--- src/rtl/map_port_arbiter.sv ---
// map_port_arbiter: round-robin read-modify-write arbiter for map RAM port B (one tile nibble per op).
// Define MAP_ARB_BOUNDS_EN to reject out-of-range row/col requests with an err pulse instead of touching RAM.
module map_port_arbiter #(
  parameter int RD_LAT = 2,
  parameter int COLS   = 40,
  parameter int ROWS   = 30,
  parameter int TILE_W = 4
) (
  input  logic                       CLOCK_50,
  input  logic                       reset,
  input  logic [1:0]                 req,
  input  logic [$clog2(ROWS)-1:0]    req0_row,
  input  logic [$clog2(ROWS)-1:0]    req1_row,
  input  logic [$clog2(COLS)-1:0]    req0_col,
  input  logic [$clog2(COLS)-1:0]    req1_col,
  input  logic [TILE_W-1:0]          req0_tile,
  input  logic [TILE_W-1:0]          req1_tile,
  output logic [1:0]                 gnt,
  output logic [1:0]                 done,
  output logic [1:0]                 err,
  output logic [TILE_W-1:0]          old_tile,
  output logic                       busy,
  output logic [$clog2(ROWS)-1:0]    wraddr,
  output logic [COLS*TILE_W-1:0]     wrdata,
  output logic                       wren,
  input  logic [COLS*TILE_W-1:0]     redata
);
  localparam int RW = $clog2(ROWS);
  localparam int CW = $clog2(COLS);
  localparam int DW = COLS * TILE_W;
  typedef enum logic [1:0] {IDLE, READ, WRITE, DONE} state_t;
  state_t            state_q, state_d;
  logic              win_q, win_d, last_q, last_d, oob_q, oob_d;
  logic [2:0]        cnt_q, cnt_d;
  logic [RW-1:0]     wraddr_q, wraddr_d;
  logic [CW-1:0]     col_q, col_d;
  logic [TILE_W-1:0] tile_q, tile_d, old_q, old_d, cur_nib;
  logic [DW-1:0]     data_q, data_d, spliced;
  logic [1:0]        onehot;
  always_ff @(posedge CLOCK_50 or posedge reset) begin
    if (reset) begin
      state_q  <= IDLE;
      win_q    <= 1'b0;
      last_q   <= 1'b1;
      oob_q    <= 1'b0;
      cnt_q    <= '0;
      wraddr_q <= '0;
      col_q    <= '0;
      tile_q   <= '0;
      old_q    <= '0;
      data_q   <= '0;
    end else begin
      state_q  <= state_d;
      win_q    <= win_d;
      last_q   <= last_d;
      oob_q    <= oob_d;
      cnt_q    <= cnt_d;
      wraddr_q <= wraddr_d;
      col_q    <= col_d;
      tile_q   <= tile_d;
      old_q    <= old_d;
      data_q   <= data_d;
    end
  end
  always_comb begin
    state_d  = state_q;
    win_d    = win_q;
    last_d   = last_q;
    oob_d    = oob_q;
    cnt_d    = '0;
    wraddr_d = wraddr_q;
    col_d    = col_q;
    tile_d   = tile_q;
    old_d    = old_q;
    data_d   = data_q;
    case (state_q)
      IDLE: if (|req) begin
        win_d    = &req ? ~last_q : req[1];
        wraddr_d = win_d ? req1_row : req0_row;
        col_d    = win_d ? req1_col : req0_col;
        tile_d   = win_d ? req1_tile : req0_tile;
`ifdef MAP_ARB_BOUNDS_EN
        oob_d    = (wraddr_d >= RW'(ROWS)) || (col_d >= CW'(COLS));
`else
        oob_d    = 1'b0;
`endif
        old_d    = '0;
        state_d  = READ;
      end
      READ: begin
        cnt_d = cnt_q + 3'd1;
        if (oob_q) state_d = DONE;
        else if (cnt_q == 3'(RD_LAT - 1)) begin
          data_d  = redata;
          state_d = WRITE;
        end
      end
      WRITE: begin
        old_d   = cur_nib;
        state_d = DONE;
      end
      default: begin
        last_d  = win_q;
        state_d = IDLE;
      end
    endcase
  end
  // column 0 is the most significant nibble; out-of-range columns leave the row intact
  always_comb begin
    spliced = data_q;
    cur_nib = '0;
    for (int c = 0; c < COLS; c++)
      if (col_q == CW'(c)) begin
        cur_nib = data_q[(COLS-1-c)*TILE_W +: TILE_W];
        spliced[(COLS-1-c)*TILE_W +: TILE_W] = tile_q;
      end
  end
  always_comb begin
    onehot   = win_q ? 2'b10 : 2'b01;
    busy     = state_q != IDLE;
    wren     = state_q == WRITE;
    wrdata   = wren ? spliced : '0;
    gnt      = (state_q == READ && cnt_q == '0) ? onehot : 2'b00;
    done     = (state_q == DONE) ? onehot : 2'b00;
    err      = (state_q == DONE && oob_q) ? onehot : 2'b00;
    old_tile = old_q;
    wraddr   = wraddr_q;
  end
endmodule

--- config.mk ---
export PLATFORM = sky130hd
export DESIGN_NAME = map_port_arbiter
export DESIGN_NICKNAME = d
export VERILOG_FILES = /design/src/rtl/map_port_arbiter.sv
export SDC_FILE = /design/constraint.sdc
export NUM_CORES = 1
export LEC_CHECK = 0
export ABC_AREA = 1
export CAP_MARGIN = 20
export CORE_ASPECT_RATIO = 0.7
export CORE_MARGIN = 3
export CORE_UTILIZATION = 50
export DETAILED_ROUTE_END_ITERATION = 7
export PLACE_DENSITY = 0.93
export SETUP_SLACK_MARGIN = 0.02
export SLEW_MARGIN = 20
export SYNTH_ARGS = -nofsm -noshare
export SYNTH_HDL_FRONTEND = slang
export SYNTH_SLANG_ARGS = --single-unit
--- constraint.sdc ---
create_clock -name CLOCK_50 -period 18 [get_ports CLOCK_50]
set_clock_uncertainty 0.1 [all_clocks]
set_input_delay 3.6 -clock CLOCK_50 [delete_from_list [all_inputs] [get_ports CLOCK_50]]
set_output_delay 3.6 -clock CLOCK_50 [all_outputs]
set_load 0.05 [all_outputs]
======== Yosys cells after proc, flatten, opt, wreduce, memory -nomap -nowiden ========
Index checks and enable logic that the tools add are counted.
storage, ports and cells
  bits in registers ....................... 186
  input bits .............................. 194
  output and inout bits ................... 177
  word-level logic and storage cells ...... 163
cells by class
  $add $sub $neg .......................... 1
  equality and inequality tests ........... 45
  multiplexer cells ....................... 94
  bitwise gates (word level) .............. 1
  reduce and logical (&&, ||, !) cells .... 13
operators with widths
  operator                                        number
  2-to-1 mux 4 bit                                82
  2-to-1 mux 160 bit                              1
  == test 6 x 5 -> 1 bit (second input constant)  16
  == test 6 x 4 -> 1 bit (second input constant)  8
  == test 6 bit (second input constant)           8
  == test 6 x 3 -> 1 bit (second input constant)  4
  == test 6 x 2 -> 1 bit (second input constant)  2
  2-to-1 mux 2 bit                                5
  AND reduction 2 bit                             5
  one-hot mux 4 bit (2 select lines)              1
  == test 6 x 1 -> 1 bit (second input constant)  1
  logical NOT 6 bit                               1
  2-to-1 mux 6 bit                                1
  one-hot mux 2 bit (3 select lines)              1
  2-to-1 mux 5 bit                                1
  == test 2 bit (second input constant)           2
  != test 2 bit (second input constant)           2
  nonzero test 2 bit                              2
  adder 3 x 1 -> 3 bit (second input constant)    1
  == test 3 x 1 -> 1 bit (second input constant)  1
  logical NOT 3 bit                               1
  2-to-1 mux 3 bit                                1
  OR reduction 3 bit                              1
  == test 2 x 1 -> 1 bit (second input constant)  1
  5 further kinds                                 5

======== Longest topological paths before layout ========
  depth in word-level cells ............... 42
  gate-level depth with buffers ........... 33
  depth with buffers taken out ............ 33

======== Worst setup path after synthesis ========
No wires, ideal clock.
  kind .................................... register -> output
  start ................................... register state_q[0]
  end ..................................... output wrdata[100]
  arrival ................................. 2.422 ns
  data required time ...................... 14.300 ns
  setup slack ............................. 11.878 ns
  stages on the path, launching flop included .. 7
  path buffers ............................ 2
  cells stage by stage .................... dfrtp_1 > inv_1 > ha_1 > clkbuf_1 > clkbuf_1 > o21ai_0 > a21oi_1
between the ends
  cells in the longest elaborated chain, start to end .. 2
ends and longest elaborated chain
  what                    line  RTL
  start, declared         32    state_t state_q, state_d;
  start signal, assigned  53    state_q <= state_d;
  == test 2 bit           121   wren = state_q == WRITE;
  via wren                25    output logic wren,
  2-to-1 mux 160 bit      122   wrdata = wren ? spliced : '0;
  end, declared           24    output logic [COLS*TILE_W-1:0] wrdata,
The timed path passes the listed nets, and every way through them passes these cells.

======== Worst setup path after layout ========
  start ................................... register state_q[0]
  end ..................................... output wrdata[105]
between the ends
  cells in the longest elaborated chain, start to end .. 2
ends and longest elaborated chain
  what                line
  == test 2 bit       121
  2-to-1 mux 160 bit  122
No other way between the ends.

==> impl_metrics.yaml <==
run_status:
  status: "completed"
worst_setup_path:
  path_delay_family: "buffers and inverters"
  r2r-start: "col_q[5]"
  cp.required_ns: 14.30
  rrSetupSlack_ns: 14.31
  slowest_stage: "clkdlybuf4s50_1"
  endpoint_kind: "primary output"
  crit_buf_inv: 3
  cp_slowest_stage_delay_ns: 0.85
  cp.arrival_ns: 3.77
  critPathMaxFanout: 118
  rr_endpoint: "old_tile[2]"
  cp-start-kind: "flip-flop"
  reg2reg_depth: 30
  crit_chain: "inv_1, ha_4, buf_4, o21ai_0, a21oi_1, clkdlybuf4s50_1"
  critPathKind: "reg -> out"
global_routing:
  grt_pass1_vias: 11800
  grt_pass1_wl_um: 62200
  overflow: 0
  grt_max_degree: 119
  grtUsageTotal: 0.331
  antenna_found_initial: 1
logic_synthesis:
  seq_area_frac_synth: 0.425
  syn_inst: 1554
  netlist_area_um2: 10900
  synth_warnings: 0
  ys_ff_latch: 186
  syn_area_per_cell_um2: 7.04
  synth_cell_types: 31
detailed_routing:
  drt-initial-drc-count: 1410
  drt-total-wl_um: 40500
  wl_per_cell_um: 18.8
  dr.pass1.iters: 6
  final_antenna_net_count: 0
  via_count: 12200
  vias_per_cell: 5.65
  remaining_drc_errors: 0
cts:
  clk_pin_slew_ns: 0.07
  clock-sinks: 186
  cts-root-buf: "clkbuf_16"
  tritoncts: "yes"
  hold_buffers: 0
  clockBufferDepth: 2
  cts_setup_buffers: 0
  cts_resized: 0
  htreeDepth: 4
  numCtsBuffers: 17
  insertion_delay_ns: 0.44
power:
  power_uw: 3180
  power_per_cell_area_nw_per_um2: 207
  peakVddDrop_mv: 0.148
  power_leakage_uw: 0.00687
die:
  die_y_um: 130
  io_pins: 371
  row_count: 44
  die_w_um: 183
  initial_core_util: 0.519
  dieArea_um2: 23700
  design.core.area_um2: 21100
sta:
  rsz0062_at_grt: "no"
  fin_crit_ns: 7.47
  setup_tns_ns: 0
  hold_violations: 0
  relSlewSlack: 0.299
  final-setup-viol-count: 0
  timing.fmax_mhz: 134
  worstMarginPinSlew_ns: 1.05
  finalMaxSlewViolations: 0
  finalCritPeriodShare: 0.415
placement:
  dp_cells: 2129
  numPortBuffers: 368
  dpl.hpwl_um: 28900
  gp_congestion: 0.930
finish:
  area_growth_pct: 40.4
  layout.cells.non_filler: 2161
  final_nets: 2073
  drive_gt1_frac: 0.0637
  antenna_cells: 0
  nFillCells: 1518
min_path:
  min_path_cells: 1
  whs_endpoint: "cnt_q[2]"
  hold_start: "cnt_q[2]"
  min_path_type: "reg -> reg"
flow_run:
  max_cap_viol_count: 0
## worst max-delay path by stage
| stage | from | to | slack, ns | depth (start not counted) |
|---|---|---|---|---|
| global route | state_q[0] | wrdata[105] | 10.38 | 6 |
| floorplan | reset | cnt_q[0] | 9.24 | 1 |
| finish | state_q[0] | wrdata[105] | 10.53 | 6 |
| CTS | state_q[0] | wrdata[109] | 10.67 | 6 |
| global placement | state_q[0] | wrdata[109] | 11.23 | 6 |
| detailed placement | state_q[0] | wrdata[109] | 11.15 | 6 |
## kinds of logic (layout without fill, tap and decap cells)
| kind of cell | after synthesis | count (layout) | synth area share |
|---|---|---|---|
| AO/OA/AOI/OAI | 484 | 484 | 0.223 |
| adder cells (fa/ha/maj) | 7 | 7 | 0.00800 |
| buffers and inverters | 290 | 620 | 0.101 |
| flip-flops | 186 | 186 | 0.425 |
| multiplexers | 35 | 35 | 0.0360 |
| other | 1 | 2 | 0.000343 |
| AND/OR/NAND/NOR | 551 | 551 | 0.206 |
## where the power goes
group          total (µW)  internal (µW)  switching [µW]
Sequential            789            628             161
Combinational        2000            620            1380
Clock                 389            220             169
Total                3180           1470            1710
## sequential cells by signal (all words and copies together) (netlist names)
name and count:
last_q 1, wraddr 5, col_q 6, old_tile 4, state_q 2, win_q 1, data_q 160, tile_q 4
cnt_q 3
## synthesized netlist by cell type
master,count,area [µm²]
conb_1,1,3.75
nor3_1,1,5.00
nand2_2,1,6.26
clkbuf_1,71,267
or2_1,2,12.5
o21ai_1,4,20.0
a21oi_1,275,1380
buf_1,2,7.51
inv_2,12,45.0
nand2_1,217,815
nand3b_1,1,7.51
dfstp_2,1,26.3
inv_4,1,6.26
a211oi_1,4,30.0
nand3_2,2,20.0
inv_1,197,739
or2_2,9,56.3
ha_1,7,87.6
nor2_1,268,1010
dfrtp_1,185,4630
nand4_1,20,125
nor2_4,4,45.0
buf_4,4,30.0
o21ai_0,193,966
mux2_2,35,394
nand3_4,1,17.5
o22ai_1,7,43.8
a21oi_2,1,8.76
nor2_2,10,62.6
clkinv_1,3,11.3
nand3_1,15,75.1
## final cells by class
type / count / area, µm² / area share
clock inverter: 10 / 115 / 0.00749
tap: 276 / 345 / 0.0225
multi-input combinational: 1079 / 5210 / 0.339
sequential: 186 / 4660 / 0.303
inverter: 213 / 810 / 0.0527
timing repair buffer: 375 / 3740 / 0.243
clock buffer: 22 / 484 / 0.0315
## metal layers
| layer | wire length (µm) | track usage | vias to the layer above |
|---|---|---|---|
| met5 | 13 | 0 | - |
| met4 | 1420 | 0.127 | 2 |
| met3 | 4530 | 0.0825 | 121 |
| met2 | 18300 | 0.528 | 811 |
| met1 | 16200 | 0.440 | 5631 |
| li1 | - | - | 5637 |
## per-stage QoR
stage                util  setup slack, ns  hold slack, ns  cell area [µm²]
finish              0.729            10.53           0.371            15400
global route        0.729            10.38           0.386            15400
CTS                 0.729            10.67           0.376            15400
detailed placement  0.700            11.15           0.360            14800
global placement    0.700            11.23           0.350            14800
floorplan               -             9.24           0.333            10900
## placed cells by master, fill, tap and decap left out, types with 2 or more instances in the layout
master	synthesis	final
ha_1	7	6
dfrtp_1	185	183
buf_4	4	6
dfrtp_2	0	2
clkdlybuf4s50_1	0	368
nand3_4	1	2
nor2_2	10	10
nor2_1	268	268
o21ai_0	193	193
nand2_1	217	217
or2_2	9	9
mux2_2	35	35
a21oi_1	275	275
clkbuf_16	0	17
clkinv_2	0	3
nand3_2	2	2
a211oi_1	4	4
or2_1	2	2
nor2_4	4	4
clkinv_1	3	3
nand4_1	20	20
inv_2	12	12
conb_1	1	2
clkinvlp_4	0	3
bufinv_16	0	2
o21ai_1	4	4
inv_1	197	196
o22ai_1	7	7
clkbuf_8	0	4
nand3_1	15	14
(Power assumes the default switching activity.)
